## config.mk

```make
export PLATFORM = sky130hd
export DESIGN_NAME = pkt_fifo_arb_flat
export DESIGN_NICKNAME = d
export VERILOG_FILES = /design/src/rtl/pkt_fifo_arb_pkg.sv /design/src/rtl/pkt_fifo_arb_if.sv /design/src/rtl/pkt_fifo_arb_rr_pick.sv /design/src/rtl/pkt_fifo_arb.sv /design/src/flat_wrapper.sv
export SDC_FILE = /design/constraint.sdc
export NUM_CORES = 1
export LEC_CHECK = 0
export CORE_ASPECT_RATIO = 0.75
export CORE_MARGIN = 2
export CORE_UTILIZATION = 44
export CTS_CLUSTER_DIAMETER = 120
export DETAILED_ROUTE_END_ITERATION = 8
export GPL_TIMING_DRIVEN = 0
export PLACE_DENSITY_LB_ADDON = 0.15
export SLEW_MARGIN = 10
export SYNTH_ARGS = -nofsm -noshare
export SYNTH_HDL_FRONTEND = slang
export SYNTH_HIERARCHICAL = 1
export SYNTH_SLANG_ARGS = --single-unit
export TNS_END_PERCENT = 30
```

## constraint.sdc

```tcl
create_clock -name clk -period 7.1 [get_ports clk]
set_clock_uncertainty 0.1 [all_clocks]
set_input_delay 1.065 -clock clk [delete_from_list [all_inputs] [get_ports clk]]
set_output_delay 1.065 -clock clk [all_outputs]
set_load 0.005 [all_outputs]
```

## src/rtl/pkt_fifo_arb_pkg.sv

```systemverilog
// pkt_fifo_arb_pkg: state encoding, byte width and index-width helper shared by the arbiter files
package pkt_fifo_arb_pkg;
    localparam int BYTE_W = 8;
    typedef enum logic {IDLE = 1'b0, BUSY = 1'b1} state_t;
    function automatic int idx_w(input int n);
        return (n > 1) ? $clog2(n) : 1;
    endfunction
endpackage

```

## src/rtl/pkt_fifo_arb_if.sv

```systemverilog
// pkt_fifo_arb_if: requester byte streams, FIFO write port and arbiter status
interface pkt_fifo_arb_if #(parameter int NREQ = 4);
    import pkt_fifo_arb_pkg::*;
    logic [BYTE_W*NREQ-1:0] in_data;
    logic [NREQ-1:0]        in_last;
    logic [NREQ-1:0]        in_valid;
    logic [NREQ-1:0]        in_ready;
    logic [BYTE_W-1:0]      wr_data;
    logic                   wr_last;
    logic                   wr_ena;
    logic                   full;
    logic [NREQ-1:0]        grant;
    logic                   busy;
    modport master (
        input  in_data, in_last, in_valid, full,
        output in_ready, wr_data, wr_last, wr_ena, grant, busy
    );
    modport slave (
        output in_data, in_last, in_valid, full,
        input  in_ready, wr_data, wr_last, wr_ena, grant, busy
    );
endinterface

```

## src/rtl/pkt_fifo_arb_rr_pick.sv

```systemverilog
// pkt_fifo_arb_rr_pick: picks the first set request bit at or after ptr, wrapping modulo N
module pkt_fifo_arb_rr_pick #(
    parameter int N  = 4,
    parameter int PW = 2
) (
    input  logic [N-1:0]  i_req,
    input  logic [PW-1:0] i_ptr,
    output logic [N-1:0]  o_pick,
    output logic [PW-1:0] o_idx
);
    logic [PW-1:0] w_j;
    // scan from the farthest slot back to ptr so the nearest requester overwrites the others
    always_comb begin
        o_pick = '0;
        o_idx = '0;
        w_j = '0;
        for (int k = N - 1; k >= 0; k--) begin
            w_j = PW'((int'(i_ptr) + k) % N);
            if (i_req[w_j]) begin
                o_pick = N'(1) << w_j;
                o_idx = w_j;
            end
        end
    end
endmodule

```

## src/rtl/pkt_fifo_arb.sv

```systemverilog
// pkt_fifo_arb: packet-granular round-robin arbiter feeding one pkt_fifo write port
// PKT_ARB_PRIO0_EN: when defined, requester 0 wins every arbitration it takes part in and ptr is kept
module pkt_fifo_arb import pkt_fifo_arb_pkg::*; #(
    parameter int NREQ = 4
) (
    input logic           clk,
    input logic           rst,
    pkt_fifo_arb_if.master bus
);
    localparam int PW = idx_w(NREQ);
    state_t          r_state, w_state;
    logic [NREQ-1:0] r_grant, w_grant, w_pick;
    logic [PW-1:0]   r_own, w_own, r_ptr, w_ptr, w_idx;
    logic            w_busy, w_beat_last, w_prio;
    pkt_fifo_arb_rr_pick #(.N(NREQ), .PW(PW)) u_pick (
        .i_req  (bus.in_valid),
        .i_ptr  (r_ptr),
        .o_pick (w_pick),
        .o_idx  (w_idx)
    );
    // route the owner's lane to the FIFO; everything is quiet outside a packet
    always_comb begin
        w_busy = r_state == BUSY;
        bus.busy = w_busy;
        bus.grant = r_grant;
        bus.in_ready = (w_busy && !bus.full) ? r_grant : '0;
        bus.wr_data = w_busy ? bus.in_data[BYTE_W*r_own +: BYTE_W] : '0;
        bus.wr_last = w_busy && bus.in_last[r_own];
        bus.wr_ena = w_busy && bus.in_valid[r_own] && !bus.full;
        w_beat_last = bus.wr_ena && bus.wr_last;
    end
    // arbitrate in IDLE; hold the grant until the last byte of the packet is written
    always_comb begin
        w_state = r_state;
        w_grant = r_grant;
        w_own = r_own;
        w_ptr = r_ptr;
`ifdef PKT_ARB_PRIO0_EN
        w_prio = bus.in_valid[0];
`else
        w_prio = 1'b0;
`endif
        if (r_state == IDLE) begin
            if (|bus.in_valid) begin
                w_state = BUSY;
                w_grant = w_prio ? NREQ'(1) : w_pick;
                w_own = w_prio ? '0 : w_idx;
                w_ptr = w_prio ? r_ptr : (w_idx == PW'(NREQ - 1)) ? '0 : w_idx + 1'b1;
            end
        end else if (w_beat_last) begin
            w_state = IDLE;
            w_grant = '0;
        end
    end
    // state, owner and pointer registers with synchronous active-low reset
    always_ff @(posedge clk) begin
        if (!rst) begin
            r_state <= IDLE;
            r_grant <= '0;
            r_own <= '0;
            r_ptr <= '0;
        end else begin
            r_state <= w_state;
            r_grant <= w_grant;
            r_own <= w_own;
            r_ptr <= w_ptr;
        end
    end
endmodule

```

## src/flat_wrapper.sv

```systemverilog
// flat-port wrapper written by rule: the top's interface ports become plain ports
module pkt_fifo_arb_flat import pkt_fifo_arb_pkg::*;
#(
    parameter int NREQ = 4
)
  (clk, rst, bus_in_data, bus_in_last, bus_in_valid, bus_full, bus_in_ready, bus_wr_data, bus_wr_last, bus_wr_ena, bus_grant, bus_busy);
  pkt_fifo_arb_if #(.NREQ(NREQ)) bus_i ();
  input logic clk;
  input logic rst;
  input wire logic [$bits(bus_i.in_data)-1:0] bus_in_data;
  input wire logic [$bits(bus_i.in_last)-1:0] bus_in_last;
  input wire logic [$bits(bus_i.in_valid)-1:0] bus_in_valid;
  input wire logic [$bits(bus_i.full)-1:0] bus_full;
  output wire logic [$bits(bus_i.in_ready)-1:0] bus_in_ready;
  output wire logic [$bits(bus_i.wr_data)-1:0] bus_wr_data;
  output wire logic [$bits(bus_i.wr_last)-1:0] bus_wr_last;
  output wire logic [$bits(bus_i.wr_ena)-1:0] bus_wr_ena;
  output wire logic [$bits(bus_i.grant)-1:0] bus_grant;
  output wire logic [$bits(bus_i.busy)-1:0] bus_busy;
  assign bus_i.in_data = bus_in_data;
  assign bus_i.in_last = bus_in_last;
  assign bus_i.in_valid = bus_in_valid;
  assign bus_i.full = bus_full;
  assign bus_in_ready = bus_i.in_ready;
  assign bus_wr_data = bus_i.wr_data;
  assign bus_wr_last = bus_i.wr_last;
  assign bus_wr_ena = bus_i.wr_ena;
  assign bus_grant = bus_i.grant;
  assign bus_busy = bus_i.busy;
  pkt_fifo_arb #(.NREQ(NREQ)) u_core (.clk(clk), .rst(rst), .bus(bus_i));
endmodule
```

## Yosys cells after proc, flatten, opt, wreduce, memory -nomap -nowiden

Index checks and enable logic that the tools add are counted.
Widths: inputs -> output; s select.

| cells by class | value |
|---|---|
| magnitude comparators | 5 |
| multiplexer cells | 29 |
| eq/ne operators | 2 |
| bitwise gates (word level) | 1 |
| reductions and logical operators | 10 |
| add/subtract/negate cells | 4 |
| shifts and indexed selects | 5 |

Operator list:

| operator | number |
|---|---|
| $mux 4 | 8 |
| $shiftx 32x6->8 | 1 |
| $shl 1x2->4 const A | 4 |
| $lt 2x3->1 const B | 5 |
| $bmux 1 s2 | 6 |
| $mux 2 | 5 |
| $mux 1 | 9 |
| $mux 8 | 1 |
| $logic_and 1x1->1 | 5 |
| $add 2x1->2 const B | 2 |
| $add 2x2->2 const B | 2 |
| $reduce_and 2->1 | 2 |
| $reduce_or 4->1 | 1 |
| $eq 2x2->1 const B | 1 |
| $ne 2x2->1 const B | 1 |
| $reduce_bool 2->1 | 1 |
| $logic_not 1->1 | 1 |
| $not 1->1 | 1 |

| word-level totals | value |
|---|---|
| bits in registers | 9 |
| output and inout bits | 19 |

## Longest topological paths before layout

Gate-level depths: netlist of the first run.

| depth | value |
|---|---|
| depth after elaboration | 9 |
| mapped depth | 12 |
| mapped depth without buffers | 10 |

## Cells and area by module

Netlist of the first run, hierarchy kept.

Modules (own cells, without submodules):

| module | cells an instance | seq. area each (µm²) | instances | area an instance (µm²) |
|---|---|---|---|---|
| pkt_fifo_arb | 71 | 180.2 | 1 | 749.5 |
| pkt_fifo_arb_rr_pick | 60 | 0.0 | 1 | 490.5 |

## Worst setup path before layout of the first run

Ideal clock, no wire load.

| timing | value |
|---|---|
| kind | input to output |
| start | in bus_in_last[3] |
| end | out bus_wr_last |
| slack | 4.184 ns |
| data required time | 5.935 ns |
| stages | 2 |
| arrival | 1.751 ns |
| cells stage by stage | mux4_2 and2_1 |

| between the ends | value |
|---|---|
| cells in the longest elaborated chain, start to end | 3 |

Ends and longest elaborated chain:

| what | line | text |
|---|---|---|
| start, declared | flat_wrapper.sv:11 | `input wire logic [$bits(bus_i.in_last)-1:0] bus_in_last;` |
| $bmux 1 s2 | pkt_fifo_arb.sv:28 | `bus.wr_last = w_busy && bus.in_last[r_own];` |
| $mux 1 (not written as such) | pkt_fifo_arb.sv:28 |  |
| $logic_and 1x1->1 | pkt_fifo_arb.sv:28 |  |
| end, declared | flat_wrapper.sv:16 | `output wire logic [$bits(bus_i.wr_last)-1:0] bus_wr_last;` |

No other way between the ends. The select of a mux whose other input is x is not followed.

## Final worst setup path of the first run

| timing | value |
|---|---|
| start | in bus_in_valid[3] |
| end | out bus_wr_ena |

| between the ends | value |
|---|---|
| cells in the longest elaborated chain, start to end | 4 |

Ends and longest elaborated chain:

| what | line | text |
|---|---|---|
| start, declared | flat_wrapper.sv:12 | `input wire logic [$bits(bus_i.in_valid)-1:0] bus_in_valid;` |
| $bmux 1 s2 | pkt_fifo_arb.sv:29 | `bus.wr_ena = w_busy && bus.in_valid[r_own] && !bus.full;` |
| $mux 1 (not written as such) | pkt_fifo_arb.sv:29 |  |
| $logic_and 1x1->1 (2 in a row) | pkt_fifo_arb.sv:29 |  |
| end, declared | flat_wrapper.sv:17 | `output wire logic [$bits(bus_i.wr_ena)-1:0] bus_wr_ena;` |

No other way between the ends. The select of a mux whose other input is x is not followed.

==> impl_metrics.yaml, run 1 <==
floorplanning:
  pin_count: 62
  core_um2: 2640
  die_y_um: 50.0
  dieWidth_um: 65.3
  rows: 16
  initial_core_util_pct: 46.9
  dieArea_um2: 3260
global_routing:
  grt_overflow: 0
  grt_pass1_wl_um: 5580
  grt_pass1_vias: 1292
  grt_max_degree: 12
  grt_use_total_pct: 21.6
  antenna_found_initial: 0
cts:
  ctsHtreeMaxLevel: 1
  clk_latency_ps: 230
  clockBufferDepth: 2
  cts.sinks: 9
  cts_tree: "done"
  cts_buffers: 3
  cts_resized: 0
  cts_root_buf: "clkbuf_8"
  ctsHoldBuffers: 0
  cts.clk_slew.worst_paths_ps: 40
  postCtsSetupBuffers: 0
layout:
  areaGrowthSynthToFinish_pct: 55.7
  nets: 248
  num_antenna_cells: 0
  drive_gt1_share_pct: 13.8
sta:
  fin_crit_ps: 3860
  worst_slack_ps: 3240
  hold_violations: 0
  rsz0062_at_grt: "no"
  finalCritPeriodShare_pct: 54.4
  max-slew-margin-rel_pct: 59.1
  setup_viol: 0
  max_freq_mhz: 259
  worst_slew_pin_slew_ps: 597
  report.final.slew_viol_count: 0
  fin_setup_tns_ps: 0
run_status:
  status: "completed"
logic_synthesis:
  yosys.area_share.adder_pct: 9.08
  synth_compound_area_share_pct: 16.6
  synth_top_family_by_area: "multiplexers"
  yosys.area_share.simple_pct: 24.0
  synth-main-ff-cell: "dfxtp_1"
  synth_edf_count: 0
  synth.area.mux_share_pct: 31.9
  synth_cells: 131
  synth_cell_types: 43
  synth_area_um2: 1240
  postSynth.asyncResetShare_pct: 0
  synthXorXnorAreaFrac_pct: 0
  synth_area_per_cell_um2: 9.47
  yosys_warnings: 6
  seq_area_frac_synth_pct: 14.5
  syn_nets: 183
  yosys_register_bits: 9
power_and_ir_drop:
  p_per_area_nw_per_um2: 249
  power.leakage_nw: 0.712
  vdd_drop_max_v: 0.000141
critical_path:
  regToRegSetupSlack_ps: 4150
  r2r-end: "u_core/bus.grant[2]$_SDFFE_PN0P_"
  crit_arrival_ps: 2700
  critPathLaunchType: "input port"
  cp_num_cells: 4
  endpoint: "bus_wr_ena"
  cp-startpoint: "bus_in_valid[3]"
  r2r-start: "u_core/r_ptr[1]$_SDFFE_PN0P_"
  rr_worst_depth: 9
  worst_setup_path_end_kind: "output pin"
  crit_family: "buffers and inverters"
  required_ps: 5930
  cpMostUsedCell: "clkdlybuf4s50_1"
  max_stage_delay_ps: 640
  crit_chain: "clkdlybuf4s50_1, mux2i_1, o22ai_4, clkdlybuf4s50_1"
  crit_buf_inv: 2
  slowest_stage: "clkdlybuf4s50_1"
  crit_type: "input port to output pin"
  crit_fanout: 10
routing:
  drc: 0
  vias: 1302
  routed_wl_um: 3350
  detail-route-antenna-nets: 0
  wl_per_cell_um: 14.5
  via_per_inst: 5.64
  drt-pass1-iter-count: 4
  drt_iter0_drc: 77
place:
  port-buffer-count: 60
  dp_hpwl_um: 2780
  pre_cts_ws_ps: 3240
  place_congestion: 0.937
worst_hold_path:
  worstHoldPathCells: 2
  hp-class: "flop to flop"
flow_run:
  cap_violations: 0
==> stage by stage <==
stage	instances	total power (W)	utilization (%)	instance area, um^2	hold slack [ps]
after CTS	231	0.000478	73.1	1930	373
after floorplan	131	0.000312	-	1240	363
final	231	0.000481	73.1	1930	370
after detailed placement	227	0.000418	71.4	1890	367
after global routing	231	0.000519	73.1	1930	404
after global placement	227	0.000402	71.4	1890	354
==> worst min path at each step <==
stage | start | end | slack [ps]
after floorplan | u_core/bus.grant[0]$_SDFFE_PN0P_ | u_core/bus.grant[0]$_SDFFE_PN0P_ | 360
after global placement | u_core/bus.grant[1]$_SDFFE_PN0P_ | u_core/bus.grant[1]$_SDFFE_PN0P_ | 350
after detailed placement | u_core/bus.grant[0]$_SDFFE_PN0P_ | u_core/bus.grant[0]$_SDFFE_PN0P_ | 370
after CTS | u_core/bus.grant[0]$_SDFFE_PN0P_ | u_core/bus.grant[0]$_SDFFE_PN0P_ | 370
after global routing | u_core/bus.grant[0]$_SDFFE_PN0P_ | u_core/bus.grant[0]$_SDFFE_PN0P_ | 400
final | u_core/bus.grant[0]$_SDFFE_PN0P_ | u_core/bus.grant[0]$_SDFFE_PN0P_ | 370
==> cells in the final DEF (no fill, tap or decap), types with 2 or more instances in the layout <==
master | synthesis | routed
nand3_1 | 2 | 2
nand4_1 | 5 | 5
a22oi_1 | 3 | 3
mux4_2 | 10 | 10
nor2b_1 | 4 | 4
nor2_1 | 6 | 6
a21o_1 | 2 | 2
ha_1 | 9 | 9
clkdlybuf4s50_1 | 0 | 60
clkbuf_1 | 1 | 2
a21oi_1 | 3 | 3
a31oi_1 | 3 | 3
o21ai_0 | 4 | 4
clkbuf_8 | 0 | 3
inv_1 | 3 | 3
nand3b_1 | 2 | 2
a21boi_0 | 3 | 3
mux2_2 | 3 | 3
mux2i_1 | 11 | 11
dfxtp_1 | 9 | 9
and2_1 | 13 | 13
nand2_1 | 11 | 11
o21a_1 | 2 | 2
==> registers in the layout (all words and copies together) (netlist names) <==
register / count
u_core/bus.grant: 4
u_core/r_ptr: 2
u_core/bus.busy: 1
u_core/r_own: 2
==> cells in the mapped netlist, types with 2 or more instances <==
| cell type | count | area (um^2) |
|---|---|---|
| mux2i_1 | 11 | 110 |
| mux4_2 | 10 | 225 |
| mux2_2 | 3 | 33.8 |
| nand2_1 | 11 | 41.3 |
| nand3_1 | 2 | 10.0 |
| o21a_1 | 2 | 15.0 |
| nand3b_1 | 2 | 15.0 |
| nor2b_1 | 4 | 25.0 |
| a21o_1 | 2 | 15.0 |
| o21ai_0 | 4 | 20.0 |
| a21boi_0 | 3 | 22.5 |
| a31oi_1 | 3 | 18.8 |
| a21oi_1 | 3 | 15.0 |
| dfxtp_1 | 9 | 180 |
| ha_1 | 9 | 113 |
| nor2_1 | 6 | 22.5 |
| and2_1 | 13 | 81.3 |
| inv_1 | 3 | 11.3 |
| nand4_1 | 5 | 31.3 |
| a22oi_1 | 3 | 22.5 |
==> cell type report <==
| class | count | area, um^2 |
|---|---|---|
| flip-flops and latches | 9 | 180 |
| repair buffers | 60 | 601 |
| clock buffers | 4 | 45.0 |
| fillers | 201 | 712 |
| inverters | 3 | 11.3 |
| multi-input cells | 113 | 1010 |
| well taps | 36 | 45.0 |
| plain buffers | 6 | 36.3 |
==> routing by layer <==
metal	vias up	GRT usage, %	wire length, um
met1	604	27.1	1380
met5	-	0	0
met3	4	4.57	290
met2	68	39.1	1660
li1	626	-	-
met4	0	2.08	21
==> worst reg2reg max path, stage by stage, from the launching register on <==
cell and delay [ps]:
dfxtp_1 570, inv_1 260, ha_1 340, clkbuf_2 180, mux4_2 420, or4_1 540
a21o_1 180, o211ai_1 90, nand2_1 70, mux2i_1 130
==> power by group <==
part | internal (W) | total [W] | leakage (nW) | switching [W]
Sequential | 0.0000644 | 0.0000843 | 0.0740 | 0.0000199
Clock | 0.0000390 | 0.0000583 | 0.0228 | 0.0000192
Combinational | 0.000176 | 0.000338 | 0.616 | 0.000162
Total | 0.000279 | 0.000481 | 0.712 | 0.000201
==> cell families (layout without fill, tap and decap cells) <==
family / Yosys count / count (layout)
fa+ha+maj: 9 / 9
compound gates: 27 / 27
buf+inv: 9 / 73
simple gates: 52 / 52
flops: 9 / 9
mux: 25 / 25
Note: power is estimated with default switching activity, not from simulation.
==> run 2: changes to the inputs <==
CORE_UTILIZATION = 41   (was 44)
clock period = 3.8 ns   (was 7.1 ns; I/O delays follow)
==> run 2 against run 1 <==
- setup slack worse by 2400 ps
- hold slack better by 2.5 ps
- critical path type is now flop to flop
- clock-buffer cell count unchanged
- via count about the same
==> impl_metrics.yaml, run 2 (synthesis gave the netlist of run 1 again) <==
layout:
  nets: 248
  areaGrowthSynthToFinish_pct: 55.9
  largest_register_ff_count: 4
  seqCellArea_um2: 180
  layout_common_cells: "clkdlybuf4s50_1, and2_1, mux2i_1, nand2_1, mux4_2"
  num_antenna_cells: 0
  n_fill_cell: 229
  drive_gt1_share_pct: 13.8
  multi_input_area_um2: 1010
  final_common_cell: "clkdlybuf4s50_1"
power_and_ir_drop:
  power.leakage_nw: 0.712
  p_per_area_nw_per_um2: 466
  vdd_drop_max_v: 0.000242
routing:
  via_per_inst: 5.59
  vias: 1303
  drc: 0
  wl_per_cell_um: 15.3
  routed_wl_um: 3570
  drt-pass1-iter-count: 4
  drt_iter0_drc: 47
  detail-route-antenna-nets: 0
floorplanning:
  pin_count: 62
  dieArea_um2: 3480
  rows: 17
  core_um2: 2910
  die_y_um: 51.6
  dieWidth_um: 67.5
  initial_core_util_pct: 42.6
flow_run:
  cap_violations: 0
cts:
  cts.clk_slew.worst_paths_ps: 50
  cts_resized: 0
  postCtsSetupBuffers: 0
  cts_tree: "done"
  cts_buffers: 3
  clk_latency_ps: 230
  cts.sinks: 9
  cts_root_buf: "clkbuf_8"
  clockBufferDepth: 2
  ctsHtreeMaxLevel: 1
  ctsHoldBuffers: 0
critical_path:
  crit_buf_inv: 2
  max_stage_delay_ps: 570
  crit_fanout: 11
  critPathLaunchType: "flop"
  crit_arrival_ps: 3010
  worst_setup_path_end_kind: "flop"
  required_ps: 3860
  crit_chain: "inv_1, ha_1, clkbuf_2, mux4_2, or4_1, a21o_1, o211ai_1, nand2_1, mux2i_1"
  crit_family: "simple AND/OR/NAND/NOR gates"
  crit_type: "flop to flop"
  slowest_stage: "dfxtp_1"
global_routing:
  antenna_found_initial: 0
  grt_pass1_vias: 1243
  grt_pass1_wl_um: 5530
  grt_use_total_pct: 20.6
  grt_overflow: 0
  grt_max_degree: 12
sta:
  hold_violations: 0
  setup_viol: 0
  finalCritPeriodShare_pct: 77.4
  timing.hold.ws_ps: 372
  rsz0062_at_grt: "no"
  max_freq_mhz: 340
  fin_crit_ps: 2940
  fin_setup_tns_ps: 0
  report.final.slew_viol_count: 0
  worst_slew_pin_slew_ps: 599
  max-slew-margin-rel_pct: 59.0
run_status:
  status: "completed"
place:
  dp_hpwl_um: 2830
  port-buffer-count: 60
  place_congestion: 0.840
worst_hold_path:
  hp-class: "flop to flop"
-- run 2: worst reg2reg max path: cells and delay by family, from the launching register on --
kind / cells / cell delay, ps
adder cells (fa/ha/maj): 1 / 340
multiplexers: 2 / 540
flip-flops: 1 / 570
AND/OR/NAND/NOR: 2 / 620
buffers and inverters: 2 / 440
AO/OA/AOI/OAI: 2 / 270
-- run 2: path summary, 6_finish.rpt --
check,startpoint,end,slack (ps),cells past startpoint
setup / recovery,u_core/r_ptr[1]$_SDFFE_PN0P_,u_core/bus.grant[2]$_SDFFE_PN0P_,860,9
setup reg to reg,u_core/r_ptr[1]$_SDFFE_PN0P_,u_core/bus.grant[2]$_SDFFE_PN0P_,860,9
hold reg to reg,u_core/bus.grant[3]$_SDFFE_PN0P_,u_core/bus.grant[3]$_SDFFE_PN0P_,370,2
hold / removal,u_core/bus.grant[3]$_SDFFE_PN0P_,u_core/bus.grant[3]$_SDFFE_PN0P_,370,2
-- run 2: cell type report --
| type | instances | area share (%) |
|---|---|---|
| inverters | 3 | 0.583 |
| well taps | 38 | 2.46 |
| flip-flops and latches | 9 | 9.32 |
| multi-input cells | 113 | 52.4 |
| clock buffers | 4 | 2.33 |
| plain buffers | 6 | 1.88 |
| repair buffers | 60 | 31.1 |
-- run 2: layer usage --
| layer | part of all wire, % | global-route usage, % | up-vias | routed length [um] |
|---|---|---|---|---|
| li1 | - | - | 630 | - |
| met1 | 42 | 27.3 | 609 | 1510 |
| met2 | 47 | 33.5 | 62 | 1660 |
| met3 | 11 | 3.90 | 2 | 382 |
| met4 | 0.53 | 7.14 | 0 | 19 |
| met5 | 0 | 0 | - | 0 |
-- run 2: report_power, final --
group	internal (W)	switching, W
Sequential	0.000120	0.0000378
Clock	0.0000734	0.0000411
Combinational	0.000328	0.000300
Total	0.000521	0.000379
-- run 2: metrics by stage --
stage / std cells / total power, W / worst slack, ps / cell area (um^2) / util (%)
global route: 233 / 0.000976 / 719 / 1930 / 66.3
global placement: 229 / 0.000762 / 767 / 1890 / 64.8
detailed placement: 229 / 0.000777 / 709 / 1890 / 64.8
CTS: 233 / 0.000899 / 895 / 1930 / 66.3
floorplan: 131 / 0.000583 / 1260 / 1240 / -
finish: 233 / 0.000900 / 858 / 1930 / 66.3
==> run 3: changes to the inputs <==
clock period = 2.72 ns   (was 3.8 ns; I/O delays follow)
==> run 3 against run 2 <==
- clock-buffer cell count did not move
- core utilization increased by 0.64 points
- die area unchanged
- cell area grew 0.97%
- flip-flop and latch count did not move
- non-clock buffer count is 1 higher
- final cell count increased by 0.43%
- critical path type unchanged
==> impl_metrics.yaml, run 3 (synthesis gave the netlist of run 1 again) <==
run_status:
  status: "completed"
layout:
  final_common_cell: "clkdlybuf4s50_1"
  areaGrowthSynthToFinish_pct: 57.4
  largest_register_ff_count: 4
  design_area_um2: 1950
  layout_common_cells: "clkdlybuf4s50_1, and2_1, nand2_1"
  drive_gt1_share_pct: 15.8
  num_antenna_cells: 0
  nets: 249
routing:
  drt_iter0_drc: 45
  routed_wl_um: 3620
  drc: 0
  vias: 1303
  drt-pass1-iter-count: 4
  wl_per_cell_um: 15.5
  detail-route-antenna-nets: 0
  via_per_inst: 5.57
cts:
  cts_buffers: 3
  cts_root_buf: "clkbuf_8"
  cts.clk_slew.worst_paths_ps: 50
  ctsHtreeMaxLevel: 1
  clk_latency_ps: 240
  cts_tree: "done"
  cts.sinks: 9
  ctsHoldBuffers: 0
  clockBufferDepth: 2
worst_hold_path:
  min_from: "u_core/bus.grant[3]$_SDFFE_PN0P_"
  hp-class: "flop to flop"
sta:
  setup_viol: 0
  finalCritPeriodShare_pct: 97.2
  rsz0062_at_grt: "yes"
  report.final.slew_viol_count: 0
  fin_crit_ps: 2640
  max_freq_mhz: 378
  worst_slack_ps: 76.2
  worst_slew_pin_slew_ps: 548
  hold_violations: 0
  max-slew-margin-rel_pct: 63.3
critical_path:
  crit_type: "flop to flop"
  crit_fanout: 11
  worst_setup_path_end_kind: "flop"
  critPathLaunchType: "flop"
  crit_arrival_ps: 2710
  r2r-start: "u_core/r_ptr[1]$_SDFFE_PN0P_"
  required_ps: 2790
  cp-startpoint: "u_core/r_ptr[1]$_SDFFE_PN0P_"
power_and_ir_drop:
  p_int_w: 0.000754
  p_per_area_nw_per_um2: 663
  combPwrFrac_pct: 70.0
  switchingPower_w: 0.000539
  power.leakage_nw: 0.714
  vdd_drop_max_v: 0.000398
  p_clk_share_pct: 12.5
  seq_power_share_pct: 17.5
  switching_share_pct: 41.7
global_routing:
  grt_overflow: 0
  antenna_found_initial: 0
  grt_pass1_vias: 1250
  grt_pass1_wl_um: 5540
  grt_use_total_pct: 20.7
  grt_max_degree: 12
floorplanning:
  rows: 17
  core_um2: 2910
  die_y_um: 51.6
  dieWidth_um: 67.5
  dieArea_um2: 3480
  initial_core_util_pct: 42.6
  pin_count: 62
place:
  port-buffer-count: 60
  place_congestion: 0.840
  pre_cts_ws_ps: -209
  placed_area_um2: 1890
  dp_hpwl_um: 2830
flow_run:
  cap_violations: 0
[run 3: changes by cell type in the layout (fill, tap and decap cells not counted), sizes merged]
cell  before  now
buf        4    5
[run 3: what timing repair did]
item	in CTS	in global routing
gates resized for setup	2	4
setup endpoints to repair	1	5
pin swaps	0	0
buffers inserted	1	0
endpoints found under the hold margin	0	0
[run 3: per-stage QoR]
stage	utilization, %	TNS [ps]	power, W	hold WS [ps]	std cells
6_report	67.0	0	0.00129	372	234
3_5_place_dp	64.8	-514	0.00109	372	229
2_1_floorplan	-	0	0.000814	363	131
3_3_place_gp	64.8	-382	0.00106	362	229
5_1_grt	67.0	-40.6	0.00139	406	234
4_1_cts	66.7	0	0.00127	381	234
[run 3: worst max-delay path: stages (launching register included)]
cell	delay (ps)
dfxtp_2	450
inv_1	200
ha_1	320
clkbuf_4	170
mux4_2	330
or4_1	520
a21o_1	170
o211ai_1	100
nand2_1	80
mux2i_1	120
[run 3: final timing paths]
kind                                      end  cells past startpoint  slack [ps]
max reg2reg  u_core/bus.grant[2]$_SDFFE_PN0P_                      9          80
min          u_core/bus.grant[3]$_SDFFE_PN0P_                      2         370
max          u_core/bus.grant[2]$_SDFFE_PN0P_                      9          80
min reg2reg  u_core/bus.grant[3]$_SDFFE_PN0P_                      2         370
[run 3: layout make-up]
class / instances / area (um^2)
fillers: 231 / 962
repair buffers: 61 / 608
flip-flops and latches: 9 / 185
clock buffers: 4 / 45.0
plain buffers: 6 / 38.8
well taps: 38 / 47.5
multi-input cells: 113 / 1020
inverters: 3 / 11.3
[run 3: metal layers]
metal / track usage, % / vias to the layer above / wire length [um]
met3: 3.90 / 4 / 320
met5: 0 / - / 0
met1: 27.3 / 609 / 1590
met2: 33.7 / 59 / 1670
met4: 7.14 / 0 / 34
li1: - / 631 / -
[run 3: power groups by stage]
| stage | combinational [W] | sequential, W | clock (W) |
|---|---|---|---|
| floorplan | 0.000602 | 0.000212 | 0 |
| global placement | 0.000843 | 0.000221 | 0 |
| detailed placement | 0.000863 | 0.000222 | 0 |
| CTS | 0.000885 | 0.000224 | 0.000165 |
| global route | 0.000991 | 0.000233 | 0.000171 |
| finish | 0.000905 | 0.000227 | 0.000162 |
